### src/rtl/wr_phy_link_sequencer.sv
// SFP/GTP link bring-up and supervision FSM: PLL lock, PHY reset, reset-done, alignment, link-up, backoff/retry.
// Define WR_LINK_SEQ_STATS_EN to build the link-up entry and encoding-error statistics counters.
module wr_phy_link_sequencer #(
  parameter int g_simulation    = 0,
  parameter int g_rst_len       = 1000,
  parameter int g_align_timeout = 2000000,
  parameter int g_backoff_len   = 100000,
  parameter int g_err_window    = 65536,
  parameter int g_err_threshold = 16
) (
  input  logic        clk_sys_i,
  input  logic        rst_n_i,
  input  logic        enable_i,
  input  logic        los_i,
  input  logic        pll_locked_i,
  output logic        gtp_rst_o,
  input  logic        gtp_reset_done_i,
  input  logic        rx_aligned_i,
  input  logic        rx_enc_err_i,
  output logic        tx_enable_o,
  output logic        link_up_o,
  output logic [2:0]  state_o,
  output logic [7:0]  retry_cnt_o,
  output logic [15:0] link_up_cnt_o,
  output logic [31:0] err_total_o
);

  typedef enum logic [2:0] {
    S_IDLE          = 3'd0,
    S_WAIT_PLL      = 3'd1,
    S_RESET_PHY     = 3'd2,
    S_WAIT_RST_DONE = 3'd3,
    S_WAIT_ALIGN    = 3'd4,
    S_LINK_UP       = 3'd5,
    S_BACKOFF       = 3'd6
  } t_state;

  localparam int c_rst_len       = (g_simulation != 0) ? 16  : g_rst_len;
  localparam int c_align_timeout = (g_simulation != 0) ? 256 : g_align_timeout;
  localparam int c_backoff_len   = (g_simulation != 0) ? 64  : g_backoff_len;
  localparam int c_err_window    = (g_simulation != 0) ? 128 : g_err_window;

  localparam logic [23:0] c_rst_last     = 24'(c_rst_len - 1);
  localparam logic [23:0] c_align_last   = 24'(c_align_timeout - 1);
  localparam logic [23:0] c_backoff_last = 24'(c_backoff_len - 1);
  localparam logic [23:0] c_win_last     = 24'(c_err_window - 1);
  localparam logic [8:0]  c_err_thresh   = 9'(g_err_threshold);

  t_state      r_state;
  logic [23:0] r_timer;
  logic [3:0]  r_run_cnt;
  logic [7:0]  r_err_cnt;
  logic        r_gtp_rst;
  logic        r_tx_en;
  logic        r_link_up;
  logic [7:0]  r_retry_cnt;

  t_state      w_state_next;
  logic        w_state_change;
  logic        w_align_good;
  logic        w_win_start;
  logic        w_win_last;
  logic [8:0]  w_err_sum;

  // In LINK_UP the state timer doubles as the error window counter; timer==0 opens a new window.
  always_comb begin
    w_align_good = rx_aligned_i && !rx_enc_err_i;
    w_win_start  = (r_timer == 24'd0);
    w_win_last   = (r_timer == c_win_last);
    w_err_sum    = w_win_start ? 9'(rx_enc_err_i) : ({1'b0, r_err_cnt} + 9'(rx_enc_err_i));
    w_state_next = r_state;
    if (r_state != S_IDLE && (!enable_i || los_i)) begin
      w_state_next = S_IDLE;
    end else if ((r_state inside {S_RESET_PHY, S_WAIT_RST_DONE, S_WAIT_ALIGN, S_LINK_UP})
                 && !pll_locked_i) begin
      w_state_next = S_BACKOFF;
    end else begin
      case (r_state)
        S_IDLE:
          if (enable_i && !los_i) w_state_next = S_WAIT_PLL;
        S_WAIT_PLL:
          if (pll_locked_i && r_run_cnt == 4'd7) w_state_next = S_RESET_PHY;
        S_RESET_PHY:
          if (r_timer == c_rst_last) w_state_next = S_WAIT_RST_DONE;
        S_WAIT_RST_DONE:
          if (gtp_reset_done_i) w_state_next = S_WAIT_ALIGN;
          else if (r_timer == c_align_last) w_state_next = S_BACKOFF;
        S_WAIT_ALIGN:
          if (w_align_good && r_run_cnt == 4'd15) w_state_next = S_LINK_UP;
          else if (r_timer == c_align_last) w_state_next = S_BACKOFF;
        S_LINK_UP:
          if (!rx_aligned_i || w_err_sum >= c_err_thresh) w_state_next = S_BACKOFF;
        S_BACKOFF:
          if (r_timer == c_backoff_last) w_state_next = S_WAIT_PLL;
        default:
          w_state_next = S_IDLE;
      endcase
    end
    w_state_change = (w_state_next != r_state);
  end

  always_ff @(posedge clk_sys_i or negedge rst_n_i) begin
    if (!rst_n_i) begin
      r_state     <= S_IDLE;
      r_timer     <= '0;
      r_run_cnt   <= '0;
      r_err_cnt   <= '0;
      r_gtp_rst   <= 1'b1;
      r_tx_en     <= 1'b0;
      r_link_up   <= 1'b0;
      r_retry_cnt <= '0;
    end else begin
      r_state <= w_state_next;
      if (w_state_change) begin
        r_timer   <= '0;
        r_run_cnt <= '0;
        r_err_cnt <= '0;
      end else begin
        if (r_state == S_LINK_UP) r_timer <= w_win_last ? '0 : r_timer + 24'd1;
        else if (r_timer != '1)   r_timer <= r_timer + 24'd1;
        case (r_state)
          S_WAIT_PLL:   r_run_cnt <= pll_locked_i ? r_run_cnt + 4'd1 : '0;
          S_WAIT_ALIGN: r_run_cnt <= w_align_good ? r_run_cnt + 4'd1 : '0;
          default:      r_run_cnt <= '0;
        endcase
        r_err_cnt <= (r_state == S_LINK_UP) ? w_err_sum[7:0] : '0;
      end
      // Outputs decode the next state so they move together with state_o.
      r_gtp_rst <= (w_state_next inside {S_IDLE, S_WAIT_PLL, S_RESET_PHY, S_BACKOFF});
      r_tx_en   <= (w_state_next inside {S_WAIT_ALIGN, S_LINK_UP});
      r_link_up <= (w_state_next == S_LINK_UP);
      if (w_state_next == S_BACKOFF && r_state != S_BACKOFF && r_retry_cnt != 8'hFF)
        r_retry_cnt <= r_retry_cnt + 8'd1;
    end
  end

  assign state_o     = r_state;
  assign gtp_rst_o   = r_gtp_rst;
  assign tx_enable_o = r_tx_en;
  assign link_up_o   = r_link_up;
  assign retry_cnt_o = r_retry_cnt;

`ifdef WR_LINK_SEQ_STATS_EN
  logic [15:0] r_link_up_cnt;
  logic [31:0] r_err_total;

  always_ff @(posedge clk_sys_i or negedge rst_n_i) begin
    if (!rst_n_i) begin
      r_link_up_cnt <= '0;
      r_err_total   <= '0;
    end else begin
      if (w_state_next == S_LINK_UP && r_state != S_LINK_UP && r_link_up_cnt != 16'hFFFF)
        r_link_up_cnt <= r_link_up_cnt + 16'd1;
      if (rx_enc_err_i)
        r_err_total <= r_err_total + 32'd1;
    end
  end

  assign link_up_cnt_o = r_link_up_cnt;
  assign err_total_o   = r_err_total;
`else
  assign link_up_cnt_o = '0;
  assign err_total_o   = '0;
`endif

endmodule

### config.mk
export PLATFORM = sky130hd
export DESIGN_NAME = wr_phy_link_sequencer
export DESIGN_NICKNAME = d
export VERILOG_FILES = /design/src/rtl/wr_phy_link_sequencer.sv
export SDC_FILE = /design/constraint.sdc
export NUM_CORES = 1
export LEC_CHECK = 0
export CAP_MARGIN = 10
export CORE_MARGIN = 2
export CORE_UTILIZATION = 48
export DETAILED_ROUTE_END_ITERATION = 6
export PLACE_DENSITY = 0.78
export SLEW_MARGIN = 20
export SYNTH_ARGS = -nofsm -noshare
export SYNTH_HDL_FRONTEND = slang
export SYNTH_SLANG_ARGS = --single-unit
### constraint.sdc
create_clock -name clk_sys_i -period 2.25 [get_ports clk_sys_i]
set_input_delay 0.225 -clock clk_sys_i [delete_from_list [all_inputs] [get_ports clk_sys_i]]
set_output_delay 0.225 -clock clk_sys_i [all_outputs]
set_load 0.05 [all_outputs]
==> impl_metrics.yaml <==
timing:
  setup_viol: 44
  drv_slew: 0
  finClkSkew_ns: 0.0110
  setup_tns_ns: -12.96
  whs_ns: -0.0105
  timing.final.hold_violations: 27
  max_freq_ghz: 0.377
  finalCriticalPeriod_ns: 2.65
  fin_ws_ns: -0.403
  rsz0062_at_grt: "true"
  max_slew.worst_pin.slew_ns: 0.829
  relSlewSlack: 0.447
  period_share: 1.18
yosys:
  yosysWarnings: 0
  synthCells: 388
  synth-seq-area-share: 0.345
  synthFlopType: "dfrtp_1"
  synth_area_um2: 3630
  postSynth.asyncResetShare: 1.00
  ys_ff_latch: 50
  synth.distinct_cells: 64
  synth_edf_count: 0
  synth.avg_cell_area_um2: 9.35
critical_path:
  crit_fanout: 5
  path_common_cell: "buf_4"
  critPathArrivalTime_ns: 2.87
  crit_type: "reg2reg"
  cp_slowest_cell: "or4_4"
  endpoint_kind: "flip-flop"
  start_kind: "flip-flop"
  path_cells: "or4_4 > nor4_4 > buf_4 > buf_4 > a31oi_4 > o31ai_4 > a21oi_4 > o21a_4 > buf_12 > a211oi_2"
  required_ns: 2.47
  critical_path.max_stage_delay_ns: 0.58
place:
  gp_congestion: 0.913
  dpl-instance-area_um2: 4340
  hpwl_mm: 6.84
  io_buffers: 21
finish:
  nets: 512
  diodes: 0
  final_cell_area_um2: 4940
  final_layout_size_suffix_gt1_frac: 0.359
  area_growth_pct: 36.2
floorplan:
  die_w_um: 90.9
  io-pin-count: 70
  die_h_um: 90.9
  dieArea_um2: 8270
  rows: 31
  core_area_um2: 7290
  initial_core_util: 0.498
pwr:
  p_leak_nw: 2.13
  p_per_area_nw_per_um2: 643
  fin_total_pwr_mw: 3.17
  ir_drop_uv: 322
detailed_routing:
  ant_nets: 0
  dr.pass1.iters: 5
  wl_per_cell_um: 18.3
  drc: 0
  drt_iter0_markers: 315
  num_vias: 3493
  via_per_inst: 5.84
  wl_mm: 10.9
grt:
  grt_max_degree: 38
  grt_pass1_vias: 3424
  grt_usage: 0.253
  grt_first_pass_wirelength_mm: 16.8
  antenna_found_initial: 0
  gr-total-overflow: 0
clock_network:
  cts_made_buffers: 5
  cts.sinks: 50
  insertion_delay_ns: 0.32
  htreeDepth: 2
  path_clk_slew_ns: 0.10
  cts_buffer_depth: 2
  cts_tree: "yes"
  clockRootBuffer: "clkbuf_8"
outcome:
  status: "complete, but fails checks"
  violations: "hold timing, setup timing"
worst_hold_path:
  worstHoldPathType: "in2async"
run:
  cap_violations: 0
routing by layer:
metal / vias up / wire length (um) / track usage
met3: 48 / 763 / 0.0398
met2: 212 / 5400 / 0.435
met4: 0 / 524 / 0.126
li1: 1532 / - / -
met5: - / 0 / 0
met1: 1701 / 4250 / 0.306
flip-flops by register name, indices dropped and copies added (netlist names):
signal / count
gtp_rst_o: 1
r_err_cnt: 8
link_up_o: 1
r_run_cnt: 4
retry_cnt_o: 8
r_timer: 24
tx_enable_o: 1
state_o: 3
power breakdown:
group          leakage (nW)  switching, mW  internal [mW]
logic                  1.41          0.941          0.707
clock network        0.0441          0.328          0.219
registers             0.677         0.0411          0.939
total                  2.13           1.31           1.86
worst paths after layout:
path	cells past startpoint	start	slack, ns	to
setup / recovery	10	r_timer[16]	-0.40	r_timer[19]
hold / removal	1	rst_n_i	-0.01	r_err_cnt[1]
setup reg to reg	10	r_timer[16]	-0.40	r_timer[19]
hold reg to reg	1	retry_cnt_o[5]	0.52	retry_cnt_o[5]
max in group asynchronous	2	rst_n_i	1.54	r_timer[23]
min in group clk_sys_i	4	rx_enc_err_i	0.43	r_err_cnt[0]
cells in the mapped netlist (3+ instances only):
cell type	number	area, um^2
buf_6	3	33.8
ha_1	6	75.1
o21ai_0	4	20.0
dfrtp_1	49	1230
nor4_2	4	50.1
or4_1	4	30.0
nand3_1	16	80.1
a31oi_1	10	62.6
nand4_1	16	100
a211o_1	3	26.3
a21oi_1	12	60.1
nor2b_1	4	25.0
a211oi_2	9	113
o21a_1	3	22.5
nand2_1	28	105
buf_4	48	360
nor4_1	7	43.8
inv_1	9	33.8
nor3_2	12	120
and2_1	4	25.0
nor3_1	11	55.1
nand2b_1	5	31.3
clkbuf_1	8	30.0
nand3b_1	3	22.5
and3_1	8	50.1
nor3b_1	4	30.0
nor2_1	26	97.6
xnor2_1	18	158
or3_1	4	25.0
xor2_1	7	61.3
what timing repair did:
action	4_1_cts	5_1_grt
pin swaps	41	20
hold endpoints to repair	0	0
gates resized for setup	34	20
cloned	4	0
setup endpoints to repair	44	45
hold buffers	0	0
setup buffers	11	5
layout make-up:
class | count | area (um^2)
fillers | 512 | 2350
multi-input cells | 320 | 2420
clock buffers | 5 | 68.8
repair buffers | 112 | 1020
clock inverters | 3 | 21.3
inverters | 9 | 33.8
well taps | 99 | 124
flip-flops and latches | 50 | 1250
worst max-delay path, delay by kind of cell, from the launching register on:
family / cells / cell delay [ns]
buffers and inverters: 3 / 0.45
AOI/OAI and AO/OA: 5 / 0.76
and+or+nand+nor: 2 / 0.96
DFF: 1 / 0.40
cell usage in the layout, fill, tap and decap left out, types with 3 or more instances in the layout:
cell type,count
and2_1,4
nand3_2,3
xor2_1,7
nor3_4,7
o21a_4,3
nand2_1,25
inv_1,9
nor3_2,10
nor4_2,5
o21a_1,3
and3_1,7
nand2b_1,5
buf_4,79
dfrtp_1,47
o21ai_0,4
xnor2_1,18
nand3b_1,3
nand4_1,16
nor4_4,6
a211oi_2,9
a21oi_1,11
nor3b_1,3
a31oi_1,9
clkdlybuf4s50_1,19
ha_1,3
buf_6,4
ha_2,3
buf_12,6
nand3_1,13
nor3_1,6
conb_1,52
nand2_2,3
clkbuf_8,5
nor2_1,25
a211o_1,3
or4_4,4
nor2b_1,4
stage by stage:
step	instances	util	worst slack [ns]
2_1_floorplan	439	-	-0.213
3_3_place_gp	570	0.595	-0.450
3_5_place_dp	570	0.595	-0.523
4_1_cts	593	0.659	-0.331
5_1_grt	598	0.678	-0.455
6_report	598	0.678	-0.403
cell families (layout without fill, tap and decap cells):
kind of cell,after synthesis,in the layout,share of synthesized area
simple gates,169,169,0.286
buf+inv,71,129,0.130
compound gates,62,64,0.145
flops,50,50,0.345
xor+xnor,25,25,0.0603
fa+ha+maj,7,7,0.0234
mux,3,3,0.00862
other cells,1,52,0.00103
No activity file was read; power rests on OpenSTA's default activity.
